--- src/rtl/id_exe_stage_reg.sv ---
// ID/EX pipeline register: captures decoded instruction state for the execute stage.
// Update priority per edge is rst > flush > freeze > bubble > normal load.
module id_exe_stage_reg #(
  parameter int DATA_W = 32
) (
  input  logic              clk,
  input  logic              rst,
  input  logic              flush,
  input  logic              freeze,
  input  logic              bubble,
  input  logic              valid_in,
  input  logic [DATA_W-1:0] pc_in,
  input  logic [8:0]        ctrl_in,
  input  logic [DATA_W-1:0] val_rn_in,
  input  logic [DATA_W-1:0] val_rm_in,
  input  logic              imm_in,
  input  logic [11:0]       shift_operand_in,
  input  logic [23:0]       signed_imm_24_in,
  input  logic [3:0]        dest_in,
  input  logic [3:0]        src1_in,
  input  logic [3:0]        src2_in,
  input  logic              two_src_in,
  input  logic [3:0]        status_in,
  output logic              valid_out,
  output logic [DATA_W-1:0] pc_out,
  output logic [8:0]        ctrl_out,
  output logic [DATA_W-1:0] val_rn_out,
  output logic [DATA_W-1:0] val_rm_out,
  output logic              imm_out,
  output logic [11:0]       shift_operand_out,
  output logic [23:0]       signed_imm_24_out,
  output logic [3:0]        dest_out,
  output logic [3:0]        src1_out,
  output logic [3:0]        src2_out,
  output logic              two_src_out,
  output logic [3:0]        status_out
);

  logic              r_valid;
  logic [DATA_W-1:0] r_pc;
  logic [8:0]        r_ctrl;
  logic [DATA_W-1:0] r_valRn;
  logic [DATA_W-1:0] r_valRm;
  logic              r_imm;
  logic [11:0]       r_shiftOperand;
  logic [23:0]       r_signedImm24;
  logic [3:0]        r_dest;
  logic [3:0]        r_src1;
  logic [3:0]        r_src2;
  logic              r_twoSrc;
  logic [3:0]        r_status;

  logic w_kill;
  logic w_live;

  assign w_kill = rst | flush;
  // Control survives only for a real instruction that is not being replaced by a bubble.
  assign w_live = valid_in & ~bubble;

  always_ff @(posedge clk) begin
    if (w_kill) begin
      r_valid        <= 1'b0;
      r_pc           <= '0;
      r_ctrl         <= '0;
      r_valRn        <= '0;
      r_valRm        <= '0;
      r_imm          <= 1'b0;
      r_shiftOperand <= '0;
      r_signedImm24  <= '0;
      r_dest         <= '0;
      r_src1         <= '0;
      r_src2         <= '0;
      r_twoSrc       <= 1'b0;
      r_status       <= '0;
    end else if (!freeze) begin
      r_valid        <= w_live;
      r_pc           <= pc_in;
      r_ctrl         <= w_live ? ctrl_in : 9'd0;
      r_valRn        <= val_rn_in;
      r_valRm        <= val_rm_in;
      r_imm          <= imm_in;
      r_shiftOperand <= shift_operand_in;
      r_signedImm24  <= signed_imm_24_in;
      r_dest         <= dest_in;
      r_src1         <= src1_in;
      r_src2         <= src2_in;
      r_twoSrc       <= w_live & two_src_in;
      r_status       <= status_in;
    end
  end

  assign valid_out         = r_valid;
  assign pc_out            = r_pc;
  assign ctrl_out          = r_ctrl;
  assign val_rn_out        = r_valRn;
  assign val_rm_out        = r_valRm;
  assign imm_out           = r_imm;
  assign shift_operand_out = r_shiftOperand;
  assign signed_imm_24_out = r_signedImm24;
  assign dest_out          = r_dest;
  assign src1_out          = r_src1;
  assign src2_out          = r_src2;
  assign two_src_out       = r_twoSrc;
  assign status_out        = r_status;

endmodule

--- config.mk ---
export PLATFORM = sky130hd
export DESIGN_NAME = id_exe_stage_reg
export DESIGN_NICKNAME = d
export VERILOG_FILES = /design/src/rtl/id_exe_stage_reg.sv
export SDC_FILE = /design/constraint.sdc
export NUM_CORES = 1
export LEC_CHECK = 0
export CAP_MARGIN = 25
export CORE_AREA = 2 2 125 127
export DETAILED_ROUTE_END_ITERATION = 7
export DIE_AREA = 0 0 127 129
export GPL_TIMING_DRIVEN = 1
export PLACE_DENSITY = 0.8
export RECOVER_POWER = 25
export SETUP_SLACK_MARGIN = 0.02
export SYNTH_ARGS = -nofsm -noshare
export SYNTH_HDL_FRONTEND = slang
export SYNTH_SLANG_ARGS = --single-unit
--- constraint.sdc ---
create_clock -name clk -period 2.4 [get_ports clk]
set_clock_uncertainty 0.2 [all_clocks]
set_input_delay 0.72 -clock clk [delete_from_list [all_inputs] [get_ports clk]]
set_output_delay 0.72 -clock clk [all_outputs]
set_load 0.02 [all_outputs]
==> run summary, run 1 <==
Among cell families on the critical path, the largest total delay comes from buffers and inverters. The area taken by multi-input logic gates came out at between 2000 and 2500 um2. The total of fill cells in the finished design came out at 1230. The number of global-route vias before repair is 4610. The number of standard cells after synthesis is 510. The number of port buffers came out at approximately 320.

The die covers 16400 um2. The buffering stage count on the worst path with inverters included is 1. When the netlist entered floorplanning its net count stood at slightly below 700. In this run the biggest area consumer among cell types represents between 50% and 60% of the synthesized area.

The final max-slew violation count is 0. Cells fill 64.1% of the core in the end. The worst-path cell with the longest stage delay is sky130_fd_sc_hd__clkdlybuf4s50_1. In this run the cell area of the synthesized design comes to 5720 um2. The data arrival time at the worst-slack endpoint came out at 1.39 ns. The number of failing setup endpoints in the final timing report came out at 0.

The post-cts hold buffer count is 0. The number of failing hold endpoints at the final stage came out at 0. Cells with a size suffix above 1 make up roughly 5.2% of the layout.

The critical path's largest stage delay is 0.65 ns. The post-CTS clock slew at the launch and capture registers of the worst setup and hold paths is 0.06 ns. The transition time at the pin with the least slew margin is 0.732 ns. Setup repair after global routing left no endpoint under its margin. The die extent in y came out at 129 um. The routed layout has 4741 vias.

STA classifies the critical path endpoint as an output pin. Based on the critical path, the design can be clocked at up to between 0.4 and 0.5 GHz. The max-cap violation count came out at 0. The detailed placer's ending HPWL is 11300 um.

The detailed router finished its first iteration with 200 violations. Yosys attributes the largest share of cell area to sky130_fd_sc_hd__dfxtp_1, sky130_fd_sc_hd__mux2i_1, sky130_fd_sc_hd__nor2_1. The post-route DRC violation count came out at 0. The number of I/O pins came out at around 330. The final-stage net count is 992. The final wirelength came out at approximately 16000 um.

The number of gates resized after CTS was 0. The synthesis warning total is 0. The leftover overflow at the end of global routing is 0.

The required arrival time at the worst endpoint came out at between 1 and 1.5 ns. The wire length per cell after detailed routing is 15.3 um. The signal on the critical path passes through clkdlybuf4s50_1.

Adding up every negative setup slack in the final design gives 0 ns. The number of buffers added for setup after CTS is 0. CTS placed an instance of sky130_fd_sc_hd__clkbuf_16 at the clock tree root. The worst hold path belongs to the class reg2reg. The clock latency at the later pin of the worst-skew pair came out at 0.41 ns. The iteration count of the initial detailed-routing pass came out at 4.

The H-tree depth came out at 4. The maximum number of pins on one net before global-route repair came out at 77. The kind of critical path is reg2out.

The number of antenna violations at the first check in global routing came to 0. The flow ran to the end, and the final reports show no timing, DRC or antenna violations. Measured along the x axis, the die boundary spans 127 um. sky130_fd_sc_hd__dfxtp_1 takes more of the synthesized area than any other cell. In the final layout, flip-flops and latches occupy between 3000 and 4000 um2. The register area share after synthesis came out at 56.0%. Counting along the longest clock path gives a buffer depth of 2. The share of the clock period used by the worst path after layout came out at about 96%. The minimum clock period after layout came out at around 2.3 ns. After synthesis the netlist holds a flip-flop and latch count of 160. The placed instance count came out at 996. The highest ir drop seen on vdd is 0.422 mV. The core region is 15000 um2. The finished layout holds 1028 standard cells, fillers aside. The number of clock sinks is 160. The number of nets with antenna violations after routing is 0. The power density normalized to cell area is between 600 and 700 nW/um2.

Headroom to the max-slew limit came out at 51.0%. The via-per-instance ratio is 4.61. The overall power came out at 6340 uW. The global-route wire length before repair is 23800 um. The clock buffer count from CTS came out at 17.

The initial cell density of the core is 38.2%. The layout overhead on the synthesized area came out at 67.9%. After floorplanning, the core was divided into 45 placement rows. The post-synthesis area per instance is 11.2 um2. The antenna diode instance count is 0. STA classifies the critical path startpoint as a flop. The largest fanout on the critical path is 2. Yosys mapped the design onto 14 distinct sky130hd cell types. The clock tree from TritonCTS is built.

The analysis attributes to cell leakage a power of between 0.003 and 0.004 uW. The total routing resource utilization after global routing is a little under a fifth. The final weighted congestion of routability-driven global placement came out at 0.748.
## flip-flops by register name (all words and copies together), names as in the netlist, 9 cells and up
| signal | flops |
|---|---|
| ctrl_out | 9 |
| pc_out | 32 |
| shift_operand_out | 12 |
| signed_imm_24_out | 24 |
| val_rm_out | 32 |
| val_rn_out | 32 |
## per-stage QoR
| step | instance area [um2] | hold WS (ns) | setup WS, ns |
|---|---|---|---|
| global route | 9610 | 0.296 | 0.0237 |
| CTS | 9660 | 0.267 | 0.0407 |
| floorplan | 5720 | 0.388 | 0.659 |
| global placement | 9060 | 0.247 | -0.251 |
| detailed placement | 9060 | 0.255 | 0.0644 |
| finish | 9610 | 0.266 | 0.0870 |
## where the power goes
part	internal [uW]	leakage, uW	switching, uW
clock	1650	0.000295	1040
sequential	2740	0.00130	40.3
combinational	511	0.00237	357
total	4900	0.00397	1440
## routing by layer
metal,GRT usage [%],part of all wire (%),up-vias
met1,20.2,39,2168
met2,31.6,48,205
li1,-,-,2338
met4,8.60,2.7,0
met5,0,0,-
met3,7.65,9.4,30
## placed cells by master, fill, tap and decap left out, types with 2 or more instances in the layout
| master | count |
|---|---|
| sky130_fd_sc_hd__a32o_1 | 10 |
| sky130_fd_sc_hd__nor2_1 | 147 |
| sky130_fd_sc_hd__clkinv_2 | 3 |
| sky130_fd_sc_hd__clkbuf_1 | 3 |
| sky130_fd_sc_hd__buf_12 | 4 |
| sky130_fd_sc_hd__bufinv_16 | 2 |
| sky130_fd_sc_hd__clkbuf_16 | 17 |
| sky130_fd_sc_hd__buf_4 | 3 |
| sky130_fd_sc_hd__dfxtp_1 | 160 |
| sky130_fd_sc_hd__clkdlybuf4s50_1 | 322 |
| sky130_fd_sc_hd__clkinv_4 | 2 |
| sky130_fd_sc_hd__clkbuf_8 | 5 |
| sky130_fd_sc_hd__mux2i_1 | 149 |
| sky130_fd_sc_hd__clkbuf_2 | 2 |
| sky130_fd_sc_hd__nor2_2 | 3 |
## final timing paths
kind	from	endpoint	slack, ns	cells past startpoint
worst max register to register	valid_out$_SDFFE_PP0N_	valid_out$_SDFFE_PP0N_	1.48	2
worst min-delay path	ctrl_out[4]$_SDFFE_PP0N_	ctrl_out[4]$_SDFFE_PP0N_	0.27	1
worst min register to register	ctrl_out[4]$_SDFFE_PP0N_	ctrl_out[4]$_SDFFE_PP0N_	0.27	1
worst max-delay path	val_rn_out[1]$_SDFFE_PP0N_	val_rn_out[1]	0.09	1
## synth_stat cells
master,count
sky130_fd_sc_hd__and2_1,1
sky130_fd_sc_hd__o21a_1,1
sky130_fd_sc_hd__clkbuf_1,1
sky130_fd_sc_hd__mux2i_1,149
sky130_fd_sc_hd__buf_2,10
sky130_fd_sc_hd__nor2_1,140
sky130_fd_sc_hd__dfxtp_1,160
sky130_fd_sc_hd__buf_4,11
sky130_fd_sc_hd__a32o_1,10
sky130_fd_sc_hd__or2_1,1
sky130_fd_sc_hd__nor3b_4,1
sky130_fd_sc_hd__buf_6,14
sky130_fd_sc_hd__nor2_2,10
sky130_fd_sc_hd__nor3b_1,1
## cell families after synthesis
family,after synthesis,synth area share (%)
flops,160,56.0
simple gates,154,11.0
mux,149,26.1
buf+inv,36,5.14
compound gates,11,1.88
## layout make-up
cell class / instances / share of cell area, %
clock buffers: 24 / 5.12
clock inverters: 8 / 1.05
flip-flops and latches: 160 / 33.3
well taps: 188 / 2.45
multi-input cells: 314 / 23.0
repair buffers: 334 / 35.0
No activity file was read; power rests on OpenSTA's default activity.
==> inputs of run 2 (changes only) <==
--- a/config.mk
+++ b/config.mk
@@ -6,11 +6,11 @@
 export NUM_CORES = 1
 export LEC_CHECK = 0
 export CAP_MARGIN = 25
-export CORE_AREA = 2 2 125 127
+export CORE_AREA = 2 2 127 129
 export DETAILED_ROUTE_END_ITERATION = 7
-export DIE_AREA = 0 0 127 129
+export DIE_AREA = 0 0 129 131
+export DONT_BUFFER_PORTS = 1
 export GPL_TIMING_DRIVEN = 1
-export PLACE_DENSITY = 0.8
 export RECOVER_POWER = 25
 export SETUP_SLACK_MARGIN = 0.02
 export SYNTH_ARGS = -nofsm -noshare
==> run summary, run 2 (synthesis results as in run 1) <==
Internal power comes to 4620 uW. Buffers inserted during clock tree synthesis total 17. The share of the clock period used by the worst path after layout is between 80% and 90%. Wire segments on met3 add up to 1370 um in the final route. The iteration count of the initial detailed-routing pass is 4. Summing all flip-flop and latch instances after layout gives approximately 3200 um2.

The H-tree generated during clock tree synthesis spans 4 levels. Headroom to the max-slew limit came out at a little under 8%. The static leakage came out at roughly 0.0027 uW. The width of the die came out at 129 um. The initial cell density of the core is between 30 and 40%. The switching component of the power is 1340 uW. The critical path in this run is classified as in2reg.

The number of buffers added for setup after CTS came out at 0. The final max-slew violation count came out at 0. The share of total power in sequential cells is roughly 50%. The total die area is 16900 um2. The transition time at the pin with the least slew margin came out at 1.38 ns.

The minimum clock period after layout is 1.98 ns. The detailed router put a total of ~4800 um of wire on met1. The wire length per cell after detailed routing came out at 17.8 um.

The global-route wire length before repair came out at 18000 um. The highest ir drop seen on vdd came out at around 0.44 mV. The detail route stage leaves a number of antenna-violating nets equal to 0. The fraction of power consumed by the clock network came out at 47.3%. The number of standard-cell rows in the floorplan is 46. The library cell used most frequently in the layout, excluding fill and tap cells, is sky130_fd_sc_hd__dfxtp_1.

The tree is rooted in a sky130_fd_sc_hd__clkbuf_16. At the worst endpoint, the required time is 2.43 ns. The flow ran to the end, and the final reports show no timing, DRC or antenna violations. The area taken by multi-input logic gates came out at between 2000 and 2500 um2. The number of global-route vias before repair came to 3380.

The number of failing hold endpoints at the final stage is 0. The slowest stage of the critical path belongs to the cell sky130_fd_sc_hd__buf_2. The library cells used most frequently in the layout, excluding fill and tap cells, are sky130_fd_sc_hd__dfxtp_1, sky130_fd_sc_hd__mux2i_1, sky130_fd_sc_hd__nor2_1. The max-cap violation count came out at 0. The final-stage net count came out at 661. The leftover overflow at the end of global routing is 0.

The region available for standard cell placement spans 15600 um2. The die extent in y is 131 um. Detailed routing inserted a total of about 3500 vias.

The number of I/O pins came out at 325. The number of port buffers came out at 0. STA classifies the critical path startpoint as a primary input.

Clock-pin slew was measured on the worst setup and hold paths at 0.06 ns. The first-iteration detailed-routing DRC count came out at 97. The layout overhead on the synthesized area came out at 10.5%. The detailed placer's ending HPWL is 9190 um. The final total negative setup slack came out at 0 ns.

The total routing resource utilization after global routing is between 10% and 20%. The critical path goes through or2_4, buf_2, nor2_1. In this run, post-CTS hold repair placed 0 buffers. The path type of the worst min-delay path is in2reg. The register-to-register path setup slack is 1.37 ns. The total of fill cells in the finished design is 1480. The post-route DRC violation count is 0.

The maximum operating frequency is a little over 0.5 GHz. Setup repair after global routing left no endpoint under its margin. The buffering stage count on the worst path with inverters included is 1. The share of power burned in combinational logic is 4.0%.

The largest fanout on the critical path is just over 80. The worst path setup slack after routing is 0.416 ns. The clock latency at the later pin of the worst-skew pair came out at 0.41 ns. The number of gates resized after cts is 0. The tree built by TritonCTS fans out to 160 sinks. The number of cells in the finished layout apart from fillers is 724. For this block, the routed nets add up to about 13000 um of wire. At the end of routability-driven placement, the weighted congestion stood at around 0.74.

The maximum count of clock buffers along a single path is 2. The antenna diode instance count came out at 0. The maximum number of pins on one net before global-route repair came out at approximately 150.

The number of antenna violations at the first check in global routing came out at 0. The via-per-instance ratio came out at roughly 4.9. The number of failing setup endpoints in the final timing report came out at 0. The placed instance count is slightly below 700.

In this design, the stage delay of the slowest critical-path cell is 0.98 ns. The detailed router used layers up to and including met4. The data arrival time at the worst-slack endpoint is 2.01 ns.

Grouping stages by cell kind, the critical path spends the most delay in buffers and inverters. The worst setup path is captured at a flop. The clock tree from TritonCTS is built. The power density normalized to cell area came out at about 940 nW/um2. The post-place setup slack is 0.613 ns.

Net switching is 22.5% of the power. In the final layout, the share of cells above drive strength 1 is a little under 8%. After detailed routing, the met2 layer carries 6520 um of wire.
-- run 2: worst paths after layout --
path                              start  cells past startpoint                     endpoint
max reg2reg      valid_out$_SDFFE_PP0N_                      2       valid_out$_SDFFE_PP0N_
min reg2reg  val_rm_out[2]$_SDFFE_PP0N_                      2   val_rm_out[2]$_SDFFE_PP0N_
max                               flush                      3  val_rm_out[28]$_SDFFE_PP0N_
min                           pc_in[29]                      2      pc_out[29]$_SDFFE_PP0N_
-- run 2: layer usage --
metal / vias up / GRT usage [%]
met5: - / 0
met4: 0 / 6.14
met3: 11 / 6.56
met2: 215 / 24.7
met1: 1621 / 14.4
li1: 1679 / -
-- run 2: per-stage QoR --
stage / util [%] / hold slack (ns) / total power (uW) / area, um2
2_1_floorplan: - / 0.388 / 3250 / 5720
3_3_place_gp: 36.9 / 0.405 / 3200 / 5750
3_5_place_dp: 36.9 / 0.408 / 3220 / 5750
4_1_cts: 40.8 / 0.234 / 6060 / 6370
5_1_grt: 40.6 / 0.229 / 6210 / 6330
6_report: 40.6 / 0.252 / 5970 / 6330
-- run 2: power groups by stage --
stage                     registers, uW  logic [uW]  clock network (uW)
final                              2910         240                2820
after global routing               2910         265                3030
after CTS                          2910         249                2910
after detailed placement           2970         251                   0
after global placement             2970         237                   0
after floorplan                    2940         303                   0
-- run 2: cell type report --
class	count	area share, %
clock inverter	12	2.91
sequential	160	50.6
multi-input combinational	314	35.1
timing repair buffer	3	0.277
clock buffer	19	6.84
tap	216	4.27
==> inputs of run 3 (changes only) <==
==> constraint.sdc (replaced) <==
create_clock -name clk -period 2.05 [get_ports clk]
set_clock_uncertainty 0.2 [all_clocks]
set_input_delay 0.615 -clock clk [delete_from_list [all_inputs] [get_ports clk]]
set_output_delay 0.615 -clock clk [all_outputs]
set_load 0.02 [all_outputs]
==> run summary, run 3 (synthesis results as in run 1) <==
The cell sitting at the root of the clock tree is a sky130_fd_sc_hd__clkbuf_16. The number of gates resized after cts is 0. The H-tree depth is 4. The area of the placeable core is 15600 um2. The setup check on the worst reg-to-reg path leaves a slack of a little over 1 ns. The endpoint type of the worst setup path is an output pin. The number of failing hold endpoints at the final stage is 0. Setup repair after global routing left no endpoint under its margin. In this run the critical register-to-register path is captured at valid_out$_SDFFE_PP0N_. Along the worst path, the maximum fanout reaches 2. The number of standard-cell rows in the floorplan is 46. The final weighted congestion of routability-driven global placement is 0.705. The maximum count of clock buffers along a single path is 2.

The number of antenna violations at the first check in global routing is 0. The worst hold path terminates at signed_imm_24_out[9]$_SDFFE_PP0N_. The final wirelength came out at 12900 um. The number of buffers added for setup after CTS came out at 0. Once detailed placement completed, the half-perimeter wirelength came to 9300 um. The leftover overflow at the end of global routing came out at 0. The worst setup path is of the reg2out kind.

The run finished with clean final reports. The final cell area excluding filler cells is between 6000 and 7000 um2. The highest ir drop seen on vdd is 0.476 mV.

Clock-pin slew was measured on the worst setup and hold paths at 0.07 ns. 0 antenna diodes ended up in the layout. STA classifies the critical path startpoint as a flop. The maximum number of pins on one net before global-route repair is approximately 150.

The worst hold path depth came out at 2. The depth of the worst register-to-register path is 2. The maximum operating frequency is 0.586 GHz.

The post-place setup slack is 0.251 ns. The transition time at the pin with the least slew margin is 0.822 ns. Max-cap violations in this run came to 0. The detailed router finished its first iteration with 146 violations.

The overall power is 6650 uW. The data arrival time at the worst-slack endpoint came out at around 0.89 ns. The first global-routing pass estimated approximately 18000 um of wire. The final total negative setup slack came out at 0 ns. After detailed routing, the number of remaining DRC violations is 0. The post-cts hold buffer count is 0. The final max-slew violation count was 0. The placed instances occupy a cell area of 5740 um2. The wire length per cell after detailed routing is 17.8 um.

The top cell types in the final layout, fill and taps aside, are sky130_fd_sc_hd__dfxtp_1, sky130_fd_sc_hd__mux2i_1, sky130_fd_sc_hd__nor2_1. The total die area is 16900 um2. The share of the clock period used by the worst path after layout came out at 83.3%.

The worst slew margin relative to its limit came out at 45.2%. The layout overhead on the synthesized area is 9.40%. For the worst setup path, the data required time is around 1.2 ns.

The overall via count from detail_route is ~3500. The utilization after layout is 40.1%. Measured along the x axis, the die boundary spans about 130 um. The total routing resource utilization after global routing came out at about 14%. The die extent in y is 131 um.

The number of global-route vias before repair is 3422. The worst path setup slack after routing came out at 0.343 ns. The number of I/O pins came out at 325.

The number of port buffers is 0. In this run the most critical hold path is launched from signed_imm_24_in[9]. The clock latency at the later pin of the worst-skew pair is 0.41 ns. In this run the critical register-to-register path is launched from valid_out$_SDFFE_PP0N_.

The path type of the worst min-delay path is in2reg. The number of clock sinks came out at 160. The iteration count of the initial detailed-routing pass came out at 4. For this design the static power due to leakage is around 0.0027 uW. The library cell used most frequently in the layout, excluding fill and tap cells, is sky130_fd_sc_hd__dfxtp_1. The via-per-instance ratio is 4.87. The post-route netlist has 7.25% of its cells at a drive strength greater than 1. The initial cell density of the core came out at 36.7%. The number of failing setup endpoints in the final timing report came out at 0. TritonCTS built the clock tree. The clock buffer count from CTS is 17.

The worst path in the final design needs a cycle of 1.71 ns, including I/O delays and setup. The final-stage net count came out at 662. The power density normalized to cell area came out at 1060 nW/um2. Once detail routing completed, the nets flagged for antenna violations numbered 0.
run 3: cell count changes in the layout (fill, tap and decap cells not counted), moves of 2 or more:
cell | before | now
sky130_fd_sc_hd__nor2_1 | 144 | 149
sky130_fd_sc_hd__nor2_2 | 6 | 1
sky130_fd_sc_hd__bufinv_16 | 4 | 1
sky130_fd_sc_hd__inv_6 | 3 | 6
sky130_fd_sc_hd__buf_2 | 2 | 0
sky130_fd_sc_hd__clkinv_2 | 1 | 3
run 3: power by group:
group / internal, uW / total (uW) / switching, uW / leakage (uW)
Sequential: 3210 / 3400 / 193 / 0.00130
Combinational: 156 / 277 / 121 / 0.00112
Clock: 1690 / 2970 / 1280 / 0.000268
run 3: worst max path at each step:
stage	from	end	slack (ns)	cells after the start
floorplan	freeze	pc_out[0]$_SDFFE_PP0N_	0.41	5
global placement	flush	pc_out[4]$_SDFFE_PP0N_	0.29	3
detailed placement	flush	val_rm_out[21]$_SDFFE_PP0N_	0.25	3
CTS	val_rn_out[3]$_SDFFE_PP0N_	val_rn_out[3]	0.30	0
global route	val_rm_out[12]$_SDFFE_PP0N_	val_rm_out[12]	0.29	0
finish	val_rn_out[3]$_SDFFE_PP0N_	val_rn_out[3]	0.34	0
run 3: cell type report:
cell class / instances / area, um2
Fill cell: 1506 / 9340
Sequential cell: 160 / 3200
Multi-Input combinational cell: 314 / 2200
Clock buffer: 18 / 429
Tap cell: 216 / 270
Clock inverter: 14 / 129
Timing Repair Buffer: 4 / 26.3
run 3: stage by stage:
| stage | std cells | hold WS [ns] |
|---|---|---|
| 2_1_floorplan | 510 | 0.388 |
| 3_3_place_gp | 694 | 0.403 |
| 3_5_place_dp | 694 | 0.408 |
| 4_1_cts | 726 | 0.124 |
| 5_1_grt | 726 | 0.119 |
| 6_report | 726 | 0.149 |
run 3: layer usage:
metal  wire length [um]  global-route usage (%)
met1               4670                    14.6
met2               6690                    24.5
met3               1410                    6.80
met4                138                    5.82
met5                  0                       0
==> RTL edit 1, RTL diff (settings of run 2) <==
`DATA_W`: 32 -> 40.
--- a/src/rtl/id_exe_stage_reg.sv
+++ b/src/rtl/id_exe_stage_reg.sv
@@ -3,3 +3,3 @@
 module id_exe_stage_reg #(
-  parameter int DATA_W = 32
+  parameter int DATA_W = 40
 ) (
Interface: changed (6 resized); port bits go from 325 to 373. No check against the original RTL was run, so the function may have changed too.
==> RTL edit 1 against run 2 <==
Die area unchanged; synthesized area up 17%; combinational power up 14%; the run now ends with max-capacitance violations left; routed wire length up 16%; sequential cell count up 24; total power up 4.6%; worst setup slack worse by 0.036 ns; final area up 12%.
==> RTL edit 1: results (changes against run 2) <==
failing checks: max-capacitance violations
R2R Setup Slk: 1.34 ns (-0.03 ns)
clk root buf: clkbuf_16
mean post-synth cell area: 11.4 um^2 (+1.5%)
Pint: 4.75 mW (+2.6%)
Synthesized Nets: 776 (+15%)
drt wl/cell: 18.7 um (+5.2%)
Yosys warnings: 0 (unchanged)
leading register cell type out of synthesis: dfxtp_1
synth top area cells: dfxtp_1 55%, mux2i_1 26%, nor2_1 9.2%
post-synthesis cell type count: 14 (unchanged)
Worst Path Arrival: 2.17 ns (+0.16 ns)
Least-Margin Pin Slew: 1.48 ns (+0.102 ns)
H-tree depth: 4 (unchanged)
CTS buffer count: 17 (unchanged)
crit-path max cell delay: 1.15 ns (+0.17 ns)
Critical-path top delay cell: nor3b_1
CP max FO: 176 (+120%)
clock latency on the worst-skew pair: 0.41 ns (about the same)
Tot GR Track Use: 16.3% (+2.2 points)
final std cells w/o fill: 797 (+10%)
number of diodes: 0 (unchanged)
Placement Cell Area: 6540 um^2 (+14%)
clk buf depth: 2 (unchanged)
DRT iter0 DRCs: 161 (+66%)
largest net degree at the start of global routing: 177 (+16%)
register area share after synthesis: 55.1% (-0.89 points)
MaxCap Viol Count: 1 (+1)
DPL Wire Length: 10.8 mm (+17%)
PostCTS Resize Cnt: 0 (unchanged)
Worst Setup SP: freeze
gpl congestion: 0.716 (-3.5%)
placed cells: 765 (+10%)
TritonRoute pass-1 iters: 4 (unchanged)
clock slew at reported path FFs: 0.07 ns
Crit Reg-Reg Startpoint: valid_out
Commonest cells post-synth: 184 x dfxtp_1, 173 x mux2i_1, 164 x nor2_1
HP Class: in2reg
reg2reg end: valid_out
initial antenna violation count: 0 (unchanged)
worst vdd ir: 0.473 mV (+8.0%)
CP endpoint: ctrl_out[8]
vias in the first global route: 3913 (+16%)
status: finished, violations left
Reg2Reg Depth: 2 (unchanged)
setup bufs post-CTS: 0 (unchanged)
cell family with most CP delay: simple AND/OR/NAND/NOR gates
async set or reset register ratio after synthesis: 0% (unchanged)
proportion of layout cells with a drive suffix above 1: 6.88% (-0.99 points)
routed vias: 4037 (+14%)
number of port buffers: 0 (unchanged)
Final nets: 757 (+15%)
first-pass GRT wire length: 20.9 mm (+16%)
Static Leak: 3.05 nW (+12%)
## RTL edit 1: metal layers
layer | vias to the layer above | part of all wire (%) | global-route usage, %
met5 | - | 0 | 0
met4 | 0 | 2.7 | 8.70
met3 | 27 | 10 | 7.90
met2 | 208 | 53 | 29.4
met1 | 1877 | 34 | 15.2
li1 | 1925 | - | -
## RTL edit 1: worst reg2reg max path, cell delays in order, from the launching register on
cell and delay [ns]:
dfxtp_1 0.39, and2_0 0.20, o21a_1 0.16
## RTL edit 1: kinds of logic after synthesis
logic type,count (synthesis),synth area share [%]
and+or+nand+nor,178,10.8
muxes,173,25.9
DFF,184,55.1
buffers and inverters,41,6.59
AOI/OAI and AO/OA,11,1.61
## RTL edit 1: power by group through the flow
stage	clock (mW)	sequential, mW	combinational [mW]
after floorplan	0	3.38	0.370
after CTS	2.70	3.34	0.280
after global placement	0	3.41	0.268
after detailed placement	0	3.41	0.281
final	2.63	3.34	0.273
after global routing	2.84	3.35	0.305
## RTL edit 1: worst min path at each step
| stage | endpoint | cells past startpoint | start |
|---|---|---|---|
| after floorplan | pc_out[0] | 2 | pc_out[0] |
| after global placement | pc_out[2] | 2 | pc_out[2] |
| after detailed placement | signed_imm_24_out[5] | 2 | signed_imm_24_out[5] |
| after CTS | val_rm_out[24] | 2 | val_rm_in[24] |
| after global routing | signed_imm_24_out[15] | 2 | signed_imm_24_in[15] |
| final | val_rm_out[24] | 2 | val_rm_in[24] |
## RTL edit 1: per-stage QoR
step                util, %  setup WS, ns  hold WS (ns)  total power [mW]
floorplan                 -         0.715         0.388              3.75
global placement       41.9         0.414         0.405              3.68
detailed placement     41.9         0.366         0.407              3.69
CTS                    45.5         0.519         0.226              6.32
global route           45.3         0.263         0.225              6.50
finish                 45.3         0.380         0.245              6.24
## RTL edit 1: cell type report
class                   count  area (um^2)
clock buffers              19          433
clock inverters            13          120
fillers                  1431         8520
multi-input cells         362         2550
flip-flops and latches    184         3680
well taps                 216          270
repair buffers              3         20.0
==> RTL edit 2, RTL diff (flow settings as in run 2) <==
Made on the original files. Register the input `shift_operand_in` before use. The logic sees it one clock later. The other inputs are not delayed to match.
--- a/src/rtl/id_exe_stage_reg.sv
+++ b/src/rtl/id_exe_stage_reg.sv
@@ -37,2 +37,8 @@
 );
+
+  logic [11:0] shift_operand_q;
+
+  always_ff @(posedge clk) begin
+    shift_operand_q <= shift_operand_in;
+  end
 
@@ -81,3 +87,3 @@
       r_imm          <= imm_in;
-      r_shiftOperand <= shift_operand_in;
+      r_shiftOperand <= shift_operand_q;
       r_signedImm24  <= signed_imm_24_in;
Formal check against the unedited RTL: not equivalent (Yosys sat finds a counterexample within 4 cycles, from zero or initial values).
==> RTL edit 2 against run 2 <==
Cell count up 1.9%; non-clock buffer count up 1; critical path depth down 3; sequential cell count up 12; synthesized cell count up 2.4%; final area up 3.6%; worst setup slack better by 0.14 ns; critical endpoint is now val_rn_out[8]; total power up 2.1%; sequential share of layout area up 1.9 points; sequential power up 7.2%; routed wire length up 1.5%; maximum frequency up 7.5%; highest routed layer unchanged; clock power down 3%; largest cell class unchanged; synthesized area up 4.2%.
==> RTL edit 2: results (changes against run 2) <==
worst vdd ir: 0.440 mV (+0.64%)
Static Leak: 2.81 nW (+3.4%)
Worst Path Arrival: 0.92 ns (-1.09 ns)
Tot GR Track Use: 14.1% (+0.030 points)
routed vias: 3628 (+2.9%)
gpl congestion: 0.767 (+3.4%)
vias per cell: 4.92 (+0.94%)
drt wl/cell: 17.7 um (-0.44%)
CP max FO: 2 (-98%)
proportion of layout cells with a drive suffix above 1: 8.05% (+0.17 points)
fill count: 1495 (+1.0%)
Hold Crit Start: shift_operand_in[1]
register area share after synthesis: 57.7% (+1.8 points)
async set or reset register ratio after synthesis: 0% (unchanged)
Cells after Synth: 522 (+2.4%)
Least-Margin Pin Slew: 0.775 ns (-0.606 ns)
vias in the first global route: 3410 (+0.89%)
setup bufs post-CTS: 0 (unchanged)
H-tree depth: 4 (unchanged)
status: finished clean
Synthesized Nets: 687 (+1.8%)
pwr dens: 930 nW/um^2 (-1.4%)
synth top area cells: dfxtp_1 58%, mux2i_1 25%, nor2_1 8.8%
Post-Place Worst Slack: 0.461 ns (-0.152 ns)
first-pass GRT wire length: 18.0 mm (+0.19%)
clock slew at reported path FFs: 0.07 ns
final hold slack: 0.125 ns (-0.127 ns)
Final nets: 674 (+2.0%)
clk buf depth: 2 (unchanged)
clock latency on the worst-skew pair: 0.41 ns (about the same)
DPL Wire Length: 9.35 mm (+1.7%)
placed cells: 706 (+1.9%)
Hold Crit Endpoint: shift_operand_q[1]
Placement Cell Area: 5970 um^2 (+3.9%)
DRT iter0 DRCs: 93 (-4.1%)
cell depth of the worst hold path: 0 (-2)
PostCTS Resize Cnt: 0 (unchanged)
Commonest cells post-synth: 172 x dfxtp_1, 149 x mux2i_1, 140 x nor2_1
[RTL edit 2: cell types whose count changed in the layout (fill, tap and decap cells not counted), sizes merged]
cell | before | now
dfxtp | 160 | 172
bufinv | 4 | 2
inv | 3 | 5
clkinv | 3 | 4
clkinvlp | 2 | 3
[RTL edit 2: kinds of logic after synthesis]
family                 synth area share [%]
multiplexers                           25.0
AO/OA/AOI/OAI                          1.80
flip-flops                             57.7
buffers and inverters                  4.93
AND/OR/NAND/NOR                        10.5
[RTL edit 2: cell type report]
type | instances | share of cell area (%)
sequential | 172 | 52.6
multi-input combinational | 314 | 33.8
clock buffer | 18 | 6.70
tap | 216 | 4.13
clock inverter | 14 | 2.39
timing repair buffer | 4 | 0.401
[RTL edit 2: worst max-delay path by stage]
| stage | startpoint | end | slack [ns] | cells past startpoint |
|---|---|---|---|---|
| 6_report | val_rn_out[8] | val_rn_out[8] | 0.56 | 0 |
| 5_1_grt | dest_out[3] | dest_out[3] | 0.51 | 0 |
| 4_1_cts | dest_out[3] | dest_out[3] | 0.53 | 0 |
| 3_5_place_dp | flush | val_rm_out[21] | 0.46 | 3 |
| 3_3_place_gp | flush | val_rn_out[3] | 0.50 | 3 |
| 2_1_floorplan | freeze | pc_out[0] | 0.66 | 5 |
[RTL edit 2: report_power, final]
part	total, mW	leakage [nW]	internal [mW]	switching [mW]
registers	3.12	1.40	2.95	0.169
logic	0.242	1.12	0.136	0.106
clock network	2.73	0.286	1.58	1.15
[RTL edit 2: routing by layer]
layer | wire (um) | GRT usage, % | share of wire, % | vias to the layer above
li1 | - | - | - | 1712
met1 | 4780 | 14.7 | 37 | 1680
met2 | 6470 | 23.8 | 50 | 219
met3 | 1550 | 7.61 | 12 | 17
met4 | 260 | 5.82 | 2.0 | 0
met5 | 0 | 0 | 0 | -
